**src/rtl/uart_pkg.sv**
```systemverilog
// ---------------------------------------------------------------------------
// uart_pkg
// Shared definitions for the UART transmit and receive state machines:
// FSM state encoding, parity-mode encodings and the default oversample rate.
// No ports (package).
// ---------------------------------------------------------------------------
package uart_pkg;

   localparam int OVERSAMPLE_DEF = 16;

   typedef enum logic [2:0] {
      IDLE   = 3'd0,
      START  = 3'd1,
      DATA   = 3'd2,
      PARITY = 3'd3,
      STOP   = 3'd4
   } state_t;

   // 2'b11 is treated the same as PAR_NONE
   localparam logic [1:0] PAR_NONE = 2'b00;
   localparam logic [1:0] PAR_EVEN = 2'b01;
   localparam logic [1:0] PAR_ODD  = 2'b10;

   function automatic logic par_enabled(input logic [1:0] par);
      return (par == PAR_EVEN) || (par == PAR_ODD);
   endfunction

endpackage

```
**src/rtl/rx_sync.sv**
```systemverilog
// ---------------------------------------------------------------------------
// rx_sync
// Multi-flop synchronizer for the asynchronous serial input. All flops reset
// to 1 so the line reads as idle while reset is asserted.
// Ports:
//   clk  - system clock
//   rst  - asynchronous active-low reset
//   d_i  - asynchronous input
//   q_o  - synchronized output (SYNC_STAGES clocks of latency)
// ---------------------------------------------------------------------------
module rx_sync #(
   parameter int SYNC_STAGES = 2
) (
   input  logic clk,
   input  logic rst,
   input  logic d_i,
   output logic q_o
);

   logic [SYNC_STAGES-1:0] sync_q;

   always_ff @(posedge clk or negedge rst) begin
      if (!rst) begin
         sync_q <= '1;
      end else begin
         sync_q <= {sync_q[SYNC_STAGES-2:0], d_i};
      end
   end

   assign q_o = sync_q[SYNC_STAGES-1];

endmodule

```
**src/rtl/receiver_fsm.sv**
```systemverilog
// ---------------------------------------------------------------------------
// receiver_fsm
// UART receiver. Oversamples the synchronized serial line with bd_tick,
// samples every bit at mid-bit, checks parity and stop bits and emits one
// rx_done pulse per completed frame.
// Ports:
//   clk        - system clock, rising edge
//   rst        - asynchronous active-low reset
//   bd_tick    - one-clk oversample enable, OVERSAMPLE per bit
//   D_num      - 0: 7 data bits, 1: 8 data bits
//   S_num      - 0: 1 stop bit, 1: 2 stop bits
//   Par        - 00/11 none, 01 even, 10 odd
//   rx         - asynchronous serial line, idle high, LSB first
//   d_out      - last received byte (bit 7 is 0 in 7-bit mode)
//   rx_done    - one-clk pulse when a frame completes
//   parity_err - parity mismatch in the last frame
//   frame_err  - a stop bit sampled low in the last frame
//   is_active  - FSM not in IDLE
// ---------------------------------------------------------------------------
module receiver_fsm
   import uart_pkg::*;
#(
   parameter int OVERSAMPLE  = OVERSAMPLE_DEF,
   parameter int SYNC_STAGES = 2
) (
   input  logic       clk,
   input  logic       rst,
   input  logic       bd_tick,
   input  logic       D_num,
   input  logic       S_num,
   input  logic [1:0] Par,
   input  logic       rx,
   output logic [7:0] d_out,
   output logic       rx_done,
   output logic       parity_err,
   output logic       frame_err,
   output logic       is_active
);

   localparam int            CW   = $clog2(OVERSAMPLE);
   localparam logic [CW-1:0] HALF = CW'(OVERSAMPLE / 2 - 1);
   localparam logic [CW-1:0] LAST = CW'(OVERSAMPLE - 1);

   logic          rx_s;

   state_t        state_q, state_d;
   logic [CW-1:0] cnt_q, cnt_d;
   logic [2:0]    bit_q, bit_d;
   logic [7:0]    sh_q, sh_d;
   logic          dnum_q, dnum_d;
   logic          snum_q, snum_d;
   logic [1:0]    par_q, par_d;
   logic          perr_int_q, perr_int_d;
   logic          ferr_int_q, ferr_int_d;
   logic [7:0]    d_out_q, d_out_d;
   logic          rx_done_q, rx_done_d;
   logic          perr_q, perr_d;
   logic          ferr_q, ferr_d;

   logic [7:0]    data8;
   logic          data_xor;

   rx_sync #(
      .SYNC_STAGES(SYNC_STAGES)
   ) u_rx_sync (
      .clk (clk),
      .rst (rst),
      .d_i (rx),
      .q_o (rx_s)
   );

   // Bits are shifted in at the MSB, so a 7-bit frame ends up in [7:1] and
   // bit 0 still holds a stale bit; right-align and zero the top bit.
   assign data8    = dnum_q ? sh_q : {1'b0, sh_q[7:1]};
   assign data_xor = ^data8;

   always_comb begin
      state_d    = state_q;
      cnt_d      = cnt_q;
      bit_d      = bit_q;
      sh_d       = sh_q;
      dnum_d     = dnum_q;
      snum_d     = snum_q;
      par_d      = par_q;
      perr_int_d = perr_int_q;
      ferr_int_d = ferr_int_q;
      d_out_d    = d_out_q;
      perr_d     = perr_q;
      ferr_d     = ferr_q;
      rx_done_d  = 1'b0;

      if (bd_tick) begin
         case (state_q)
            IDLE: begin
               if (!rx_s) begin
                  // Frame configuration is frozen here for the whole frame
                  state_d    = START;
                  cnt_d      = '0;
                  dnum_d     = D_num;
                  snum_d     = S_num;
                  par_d      = Par;
                  perr_int_d = 1'b0;
                  ferr_int_d = 1'b0;
               end
            end

            START: begin
               if (cnt_q == HALF) begin
                  if (rx_s) begin
                     state_d = IDLE;   // glitch, not a real start bit
                  end else begin
                     state_d = DATA;
                     cnt_d   = '0;
                     bit_d   = '0;
                  end
               end else begin
                  cnt_d = cnt_q + 1'b1;
               end
            end

            DATA: begin
               if (cnt_q == LAST) begin
                  sh_d  = {rx_s, sh_q[7:1]};
                  cnt_d = '0;
                  if (bit_q == (dnum_q ? 3'd7 : 3'd6)) begin
                     bit_d   = '0;
                     state_d = par_enabled(par_q) ? PARITY : STOP;
                  end else begin
                     bit_d = bit_q + 3'd1;
                  end
               end else begin
                  cnt_d = cnt_q + 1'b1;
               end
            end

            PARITY: begin
               if (cnt_q == LAST) begin
                  cnt_d      = '0;
                  bit_d      = '0;
                  state_d    = STOP;
                  perr_int_d = (par_q == PAR_EVEN) ? (data_xor ^ rx_s)
                                                   : ~(data_xor ^ rx_s);
               end else begin
                  cnt_d = cnt_q + 1'b1;
               end
            end

            STOP: begin
               if (cnt_q == LAST) begin
                  cnt_d = '0;
                  // bit_q marks whether the first of two stop bits is done
                  if (snum_q && (bit_q == 3'd0)) begin
                     bit_d      = 3'd1;
                     ferr_int_d = ferr_int_q | ~rx_s;
                  end else begin
                     // Leave at mid-stop so a back-to-back start is caught
                     state_d   = IDLE;
                     bit_d     = '0;
                     d_out_d   = data8;
                     perr_d    = perr_int_q;
                     ferr_d    = ferr_int_q | ~rx_s;
                     rx_done_d = 1'b1;
                  end
               end else begin
                  cnt_d = cnt_q + 1'b1;
               end
            end

            default: begin
               state_d = IDLE;
            end
         endcase
      end
   end

   always_ff @(posedge clk or negedge rst) begin
      if (!rst) begin
         state_q    <= IDLE;
         cnt_q      <= '0;
         bit_q      <= '0;
         sh_q       <= '0;
         dnum_q     <= 1'b0;
         snum_q     <= 1'b0;
         par_q      <= PAR_NONE;
         perr_int_q <= 1'b0;
         ferr_int_q <= 1'b0;
         d_out_q    <= '0;
         rx_done_q  <= 1'b0;
         perr_q     <= 1'b0;
         ferr_q     <= 1'b0;
      end else begin
         state_q    <= state_d;
         cnt_q      <= cnt_d;
         bit_q      <= bit_d;
         sh_q       <= sh_d;
         dnum_q     <= dnum_d;
         snum_q     <= snum_d;
         par_q      <= par_d;
         perr_int_q <= perr_int_d;
         ferr_int_q <= ferr_int_d;
         d_out_q    <= d_out_d;
         rx_done_q  <= rx_done_d;
         perr_q     <= perr_d;
         ferr_q     <= ferr_d;
      end
   end

   assign d_out      = d_out_q;
   assign rx_done    = rx_done_q;
   assign parity_err = perr_q;
   assign frame_err  = ferr_q;
   assign is_active  = (state_q != IDLE);

endmodule

```
**config.mk**
```make
export PLATFORM = sky130hd
export DESIGN_NAME = receiver_fsm
export DESIGN_NICKNAME = d
export VERILOG_FILES = /design/src/rtl/uart_pkg.sv /design/src/rtl/rx_sync.sv /design/src/rtl/receiver_fsm.sv
export SDC_FILE = /design/constraint.sdc
export NUM_CORES = 1
export LEC_CHECK = 0
export ABC_AREA = 1
export CORE_MARGIN = 4
export CORE_UTILIZATION = 25
export CTS_CLUSTER_SIZE = 25
export DETAILED_ROUTE_END_ITERATION = 6
export PLACE_DENSITY_LB_ADDON = 0.15
export SYNTH_ARGS = -nofsm -noshare
export SYNTH_HDL_FRONTEND = slang
export SYNTH_SLANG_ARGS = --single-unit
```
**constraint.sdc**
```tcl
create_clock -name clk -period 2.4 [get_ports clk]
set_input_delay 0.36 -clock clk [delete_from_list [all_inputs] [get_ports clk]]
set_output_delay 0.36 -clock clk [all_outputs]
set_load 0.05 [all_outputs]
```
==> results of run 1 <==
==> synthesized netlist by cell type <==
library cell	number
o32ai_1	1
o21ai_2	6
nor2_1	14
nand3_2	1
a21oi_1	4
or2_1	1
dfstp_2	2
inv_1	32
nor2_4	1
o22ai_1	1
buf_4	1
nor3b_4	1
a31o_2	1
mux2_2	2
a31oi_1	1
a22oi_1	2
a211oi_1	1
nand2_2	1
o21ai_1	4
dfrtp_1	35
inv_2	2
buf_6	4
nand2_1	95
o21ai_0	26
nor2_2	3
xor2_1	3
ha_1	4
xnor2_1	1
o31ai_1	1
nand3_1	9
nand4_1	3
==> final timing paths <==
path	endpoint	startpoint	slack, ps
worst min register to register	u_rx_sync.sync_q[1]	u_rx_sync.sync_q[0]	360
worst max register to register	perr_int_q	dnum_q	590
max in group asynchronous	cnt_q[2]	rst	1680
min in group clk	u_rx_sync.sync_q[1]	u_rx_sync.sync_q[0]	360
worst min-delay path	sh_q[3]	rst	180
worst max-delay path	is_active	state_q[0]	300
==> area by class of cell <==
class | instances | area (sq um) | area share [%]
sequential | 37 | 928 | 38.3
clock buffer | 6 | 82.6 | 3.41
timing repair buffer | 19 | 185 | 7.64
clock inverter | 2 | 37.5 | 1.55
multi-input combinational | 187 | 935 | 38.6
tap | 102 | 128 | 5.27
inverter | 34 | 128 | 5.27
==> flip-flops by register name, summed over array words and instances (netlist names) <==
name,flops
d_out,8
rx_done,1
parity_err,1
bit_q,3
snum_q,1
perr_int_q,1
sh_q,8
frame_err,1
dnum_q,1
ferr_int_q,1
state_q,3
par_q,2
u_rx_sync.sync_q,2
cnt_q,4
==> logic make-up after synthesis <==
family / Yosys count / synth area share [%]
DFF: 37 / 45.4
xor gates and xnor gates: 4 / 1.71
buffers and inverters: 39 / 8.82
muxes: 2 / 1.10
and+or+nand+nor: 129 / 26.6
adders and majority gates: 4 / 2.45
AOI/OAI and AO/OA: 48 / 13.8
==> routing by layer <==
| metal | up-vias | share of wire (%) | track usage (%) |
|---|---|---|---|
| met5 | - | 0 | 0 |
| met4 | 0 | 0.37 | 2.52 |
| met3 | 2 | 3.3 | 2.36 |
| met2 | 22 | 43 | 13.1 |
| met1 | 746 | 54 | 13.6 |
| li1 | 879 | - | - |
==> stage by stage <==
step                      std cells  util, %  cell area (sq um)  setup WS (ps)
after CTS                       387     30.9               2420            267
final                           387     30.9               2420            302
after detailed placement        379     29.4               2300            511
after global routing            387     30.9               2420            177
after global placement          379     29.4               2300            550
after floorplan                 263        -               2040            647
==> report_power, final <==
group,internal (uW),switching (uW)
Combinational,359,632
Sequential,749,135
Clock,338,230
==> impl_metrics.yaml, run 1 <==
clock_network:
  path_clk_slew_ps: 80
  cts_hold_buf: 0
  cts_tree: "built"
  cts_sinks: 37
  post-cts-setup-buffers: 0
  cts_resized: 0
  insertion_delay_ps: 290
  htreeDepth: 2
  clock_path_buffers: 2
  cts-root-buf: "clkbuf_8"
  numCtsBuffers: 5
sta:
  setup_tns_ps: 0
  fin_crit_ps: 2100
  report.final.setup_viol: 0
  fmaxAchievable_mhz: 477
  whs_ps: 179
  finalCritPeriodShare_pct: 87.4
  maxSlewViolCount: 0
  grt_setup_unrepaired: "false"
  worstMarginPinSlew_ps: 854
  hold_viol_final: 0
  skew_ps: 10.5
  slew_headroom_pct: 43.1
drt:
  drcViolationCount: 0
  ant_nets: 0
  drt-initial-drc-count: 69
  detail_route.first_pass.iterations: 4
  vias_per_cell: 4.26
  wl_per_cell_um: 11.1
  vias: 1649
  totalWireLength_um: 4300
pwr:
  ir_worst_vdd_mv: 0.249
  p_per_area_mw_per_mm2: 1010
  total_power_uw: 2440
  static-leakage-power_uw: 0.00116
logic_synthesis:
  synthTopCellsByArea: "dfrtp_1, nand2_1, o21ai_0"
  synth_top_area_cell: "dfrtp_1"
  yosysTopAreaCellShare_pct: 42.9
  syn_area_sq_mm: 0.00204
  ys_seq_area_share_pct: 45.4
  syn-instance-count: 263
  syn_nets: 275
  yosysUniqueCellTypes: 31
  ys_ff_latch: 37
  yosysWarningCount: 0
  syn_area_per_cell_sq_um: 7.77
worst_setup_path:
  worstSetupPathType: "flip-flop to primary output"
  path_cells: "nor2_2 > nand2_1 > clkdlybuf4s50_1"
  start_kind: "flip-flop"
  cp.arrival_ps: 1740
  cp.depth: 3
  cp_top_family: "buffers and inverters"
  crit_fanout: 6
  crit_path_end_kind: "primary output"
  critPathBufInv: 1
  required_ps: 2040
  r2r_cells: 9
  max_stage_delay_ps: 700
  slowest_stage: "clkdlybuf4s50_1"
final_layout:
  layout_common_cells: "nand2_1, dfrtp_1, inv_1, o21ai_0, clkdlybuf4s50_1"
  fill_cells: 874
  layout-drive-gt1-share_pct: 10.2
  final_nets: 296
  final_common_cell: "nand2_1"
  area_growth_pct: 18.6
  num_antenna_cells: 0
placement:
  dp_hpwl_um: 3180
  portBuffers: 19
  gp_congestion: 0.767
global_route:
  grtUsageTotal_pct: 9.16
  grt_pass1_wl_um: 7290
  antenna_found_initial: 0
  grt_pass1_vias: 1527
  grt_overflow: 0
  grt_max_degree: 38
die:
  die_y_um: 98.4
  ioPinCount: 20
  fp.coreArea_sq_mm: 0.00785
  die_x_um: 98.4
  row_count: 32
  initial_utilization_pct: 26.0
  dieArea_sq_mm: 0.00968
job:
  drv_cap: 0
outcome:
  status: "completed"
hold_path:
  min_path_type: "input port to asynchronous set/reset pin"
Power figures use the tool's default switching activity.
==> inputs of run 2 (changes only) <==
- CORE_UTILIZATION: 25 -> 60
- clock period: 2.4 -> 2.5 ns (I/O delays scaled with it)
==> run 2 against run 1 <==
Compared with the run above: critical path depth unchanged; first-iteration DRC count increased by 61%; count of clock-buffer cells in the layout unchanged; sequential power fell by 4.5%; clock skew is 5.3 ps lower; utilization grew 41 points; critical endpoint unchanged; largest cell class unchanged.
==> impl_metrics.yaml, run 2 (synthesis gave the netlist of run 1 again) <==
clock_network:
  cts_sinks: 37
  numCtsBuffers: 5
  cts-root-buf: "clkbuf_4"
  post-cts-setup-buffers: 0
  path_clk_slew_ps: 110
  htreeDepth: 2
  cts_hold_buf: 0
  insertion_delay_ps: 340
  cts_resized: 0
  clock_path_buffers: 2
  cts_tree: "built"
drt:
  vias: 1734
  detail_route.first_pass.iterations: 4
  wl_per_cell_um: 11.9
  vias_per_cell: 5.27
  drt-initial-drc-count: 111
  totalWireLength_um: 3920
  drcViolationCount: 0
  ant_nets: 0
final_layout:
  seq_area_sq_um: 928
  final_common_cell: "nand2_1"
  layout_common_cells: "nand2_1, dfrtp_1, inv_1, o21ai_0, clkdlybuf4s50_1"
  multiInputGateArea_sq_um: 935
  num_antenna_cells: 0
  final_nets: 296
  fill_cells: 289
  layout-drive-gt1-share_pct: 9.82
  area_growth_pct: 11.7
die:
  dieArea_sq_mm: 0.00440
  ioPinCount: 20
  die_y_um: 66.4
  fp.coreArea_sq_mm: 0.00315
  row_count: 20
  initial_utilization_pct: 64.8
  die_x_um: 66.4
sta:
  skew_ps: 5.19
  finalCritPeriodShare_pct: 86.6
  fmaxAchievable_mhz: 462
  slew_headroom_pct: 45.8
  fin_crit_ps: 2160
  hold_viol_final: 0
  whs_ps: 113
  maxSlewViolCount: 0
  grt_setup_unrepaired: "false"
  report.final.setup_viol: 0
  setup_tns_ps: 0
  worstMarginPinSlew_ps: 814
worst_setup_path:
  cp.arrival_ps: 1790
  worstSetupPathType: "flip-flop to primary output"
  crit_fanout: 6
  required_ps: 2120
  r2r_cells: 9
  r2r_setup_slack_ps: 680
  start_kind: "flip-flop"
  crit_path_end_kind: "primary output"
  path_cells: "nor2_2 > nand2_1 > clkdlybuf4s50_1"
  max_stage_delay_ps: 700
  slowest_stage: "clkdlybuf4s50_1"
global_route:
  grt_pass1_vias: 1661
  antenna_found_initial: 0
  grt_max_degree: 38
  grt_util_met1_pct: 27.7
  grt_overflow: 0
  grt_pass1_wl_um: 7180
  use_met3_pct: 5.78
  grtUsageTotal_pct: 21.5
  met2_usage_pct: 33.8
  grt_busiest_layer: "met2"
hold_path:
  min_path_type: "input port to asynchronous set/reset pin"
placement:
  dp_hpwl_um: 2860
  gp_congestion: 0.902
  portBuffers: 19
job:
  drv_cap: 0
outcome:
  status: "completed"
pwr:
  ir_worst_vdd_mv: 0.645
  static-leakage-power_uw: 0.00114
  p_per_area_mw_per_mm2: 923
-- run 2: where the power goes --
group | leakage, uW | total, uW | internal, uW | switching (uW)
sequential | 0.000464 | 844 | 718 | 126
combinational | 0.000642 | 962 | 346 | 616
clock | 0.0000320 | 301 | 107 | 194
-- run 2: final cells by class --
type	instances	area share, %
multi-input cells	187	41.0
flip-flops and latches	37	40.7
repair buffers	19	8.11
inverters	34	5.59
well taps	44	2.41
clock buffers	6	1.81
clock inverters	2	0.439
-- run 2: metal layers --
metal  vias up  part of all wire [%]
li1        877                     -
met1       800                    46
met2        50                    46
met3         7                   5.8
met4         0                   1.7
met5         -                     0
-- run 2: path summary, 6_finish.rpt --
path,endpoint,startpoint
max,is_active,state_q[0]
min,sh_q[4],rst
max reg2reg,perr_int_q,dnum_q
min reg2reg,u_rx_sync.sync_q[1],u_rx_sync.sync_q[0]
max in group asynchronous,sh_q[6],rst
min in group clk,u_rx_sync.sync_q[1],u_rx_sync.sync_q[0]
-- run 2: stage by stage --
step,std cells,power [uW],cell area [sq um],utilization [%],setup WS [ps]
detailed placement,321,1810,2230,70.8,642
global route,329,2330,2280,72.4,201
finish,329,2110,2280,72.4,336
CTS,329,2120,2280,72.4,328
global placement,321,1780,2230,70.8,684
floorplan,263,1620,2040,-,747
-- run 2: worst max-delay path: cells and delay by family, from the launching register on --
kind | cells | cell delay (ps)
buffers and inverters | 1 | 700
DFF | 1 | 460
and+or+nand+nor | 2 | 280
==> inputs of run 3 (changes only) <==
- REMOVE_ABC_BUFFERS: unset -> 1
- SLEW_MARGIN: unset -> 20
- TNS_END_PERCENT: unset -> 50
==> run 3 against run 2 <==
Compared with the run above: sequential power hardly changed; clock power about the same; count of clock-buffer cells in the layout did not move; clock skew about the same; flip-flop and latch count stayed put; sequential share of layout area decreased by 0.22 points; non-clock buffer count grew 1; cell count increased by 0.30%; combinational power is essentially flat; fmax grew 0.82%; global-route usage up 0.20 points; critical path type unchanged; critical endpoint unchanged.
==> impl_metrics.yaml, run 3 (synthesis gave the netlist of run 1 again) <==
worst_setup_path:
  start_kind: "flip-flop"
  worstSetupPathType: "flip-flop to primary output"
  cp_top_family: "buffers and inverters"
  crit_path_end_kind: "primary output"
  cp.arrival_ps: 1770
  r2r-end: "perr_int_q"
  crit_fanout: 6
  required_ps: 2120
  reg2reg_from: "dnum_q"
  r2r_setup_slack_ps: 680
  slowest_stage: "clkdlybuf4s50_1"
  critPathBufInv: 1
  path_cells: "nor2_2 > nand2_1 > clkdlybuf4s50_1"
  r2r_cells: 13
  max_stage_delay_ps: 700
global_route:
  grtUsageTotal_pct: 21.7
  grt_pass1_vias: 1623
  grt_max_degree: 38
  grt_overflow: 0
  antenna_found_initial: 0
  grt_pass1_wl_um: 7220
sta:
  grt_setup_unrepaired: "false"
  skew_ps: 5.52
  maxSlewViolCount: 0
  finalCritPeriodShare_pct: 85.8
  setup_tns_ps: 0
  hold_viol_final: 0
  report.final.setup_viol: 0
  fmaxAchievable_mhz: 466
  fin_crit_ps: 2150
  slew_headroom_pct: 65.7
  worstMarginPinSlew_ps: 515
job:
  drv_cap: 0
clock_network:
  cts_resized: 0
  cts_sinks: 37
  cts_hold_buf: 0
  numCtsBuffers: 5
  clock_path_buffers: 2
  insertion_delay_ps: 340
  cts_tree: "built"
  path_clk_slew_ps: 110
  htreeDepth: 2
  cts-root-buf: "clkbuf_4"
  post-cts-setup-buffers: 0
drt:
  vias: 1719
  vias_per_cell: 5.21
  totalWireLength_um: 3940
  detail_route.first_pass.iterations: 4
  drcViolationCount: 0
  drt-initial-drc-count: 121
  ant_nets: 0
  wl_per_cell_um: 11.9
die:
  die_x_um: 66.4
  fp.coreArea_sq_mm: 0.00315
  die_y_um: 66.4
  ioPinCount: 20
  dieArea_sq_mm: 0.00440
  row_count: 20
  initial_utilization_pct: 64.8
hold_path:
  whs_endpoint: "u_rx_sync.sync_q[1]"
  worstHoldStart: "u_rx_sync.sync_q[0]"
  min_path_type: "flip-flop to flip-flop"
  holdPathStages: 0
placement:
  placed_area_sq_mm: 0.00224
  portBuffers: 19
  gp_congestion: 0.851
  dp_hpwl_um: 2970
  dpl.cell_count: 322
outcome:
  status: "completed"
pwr:
  static-leakage-power_uw: 0.00114
  p_per_area_mw_per_mm2: 918
  ir_worst_vdd_mv: 0.511
final_layout:
  final_common_cell: "nand2_1"
  final_nets: 297
  multiInputGateArea_sq_um: 935
  layout_common_cells: "nand2_1, dfrtp_1, inv_1, o21ai_0, clkdlybuf4s50_1"
  area_growth_pct: 12.3
  fill_cells: 255
  finalCoreUtilization_pct: 72.8
  final_area_sq_mm: 0.00229
  stdcell_count: 330
  seq_area_sq_um: 928
  layout-drive-gt1-share_pct: 9.79
  num_antenna_cells: 0
run 3: changes by cell type in the layout (fill, tap and decap cells not counted):
cell and delta:
buf_2 -1, buf_4 +1, clkdlybuf4s50_1 +1
run 3: where the power goes:
part           total (uW)  leakage (uW)  switching (uW)  internal (uW)
combinational         963      0.000646             616            347
sequential            841      0.000464             123            718
clock                 302     0.0000320             195            107
run 3: per-stage QoR:
step           hold slack (ps)  power (uW)  worst slack (ps)
3_5_place_dp               347        1810               632
4_1_cts                    363        2120               322
2_1_floorplan             79.4        1580               747
3_3_place_gp               348        1780               689
6_report                   362        2110               354
5_1_grt                    365        2320               215
run 3: layer usage:
metal | up-vias | wire, um | global-route usage, %
li1 | 884 | - | -
met1 | 787 | 1840 | 28.5
met2 | 42 | 1830 | 34.3
met3 | 6 | 208 | 5.78
met4 | 0 | 56 | 7.61
met5 | - | 0 | 0
run 3: worst max-delay path by stage:
stage          startpoint   endpoint  slack (ps)  cells after the start
2_1_floorplan  state_q[0]   par_q[0]         750                      5
3_3_place_gp      bd_tick   d_out[7]         690                      7
3_5_place_dp      bd_tick    sh_q[3]         630                      5
4_1_cts        state_q[0]  is_active         320                      3
5_1_grt        state_q[0]  is_active         220                      3
6_report       state_q[0]  is_active         350                      3
run 3: area by class of cell:
class,instances,share of cell area (%)
clock buffer,6,1.80
tap,44,2.40
timing repair buffer,20,8.62
inverter,34,5.56
sequential,37,40.5
multi-input combinational,187,40.7
clock inverter,2,0.436
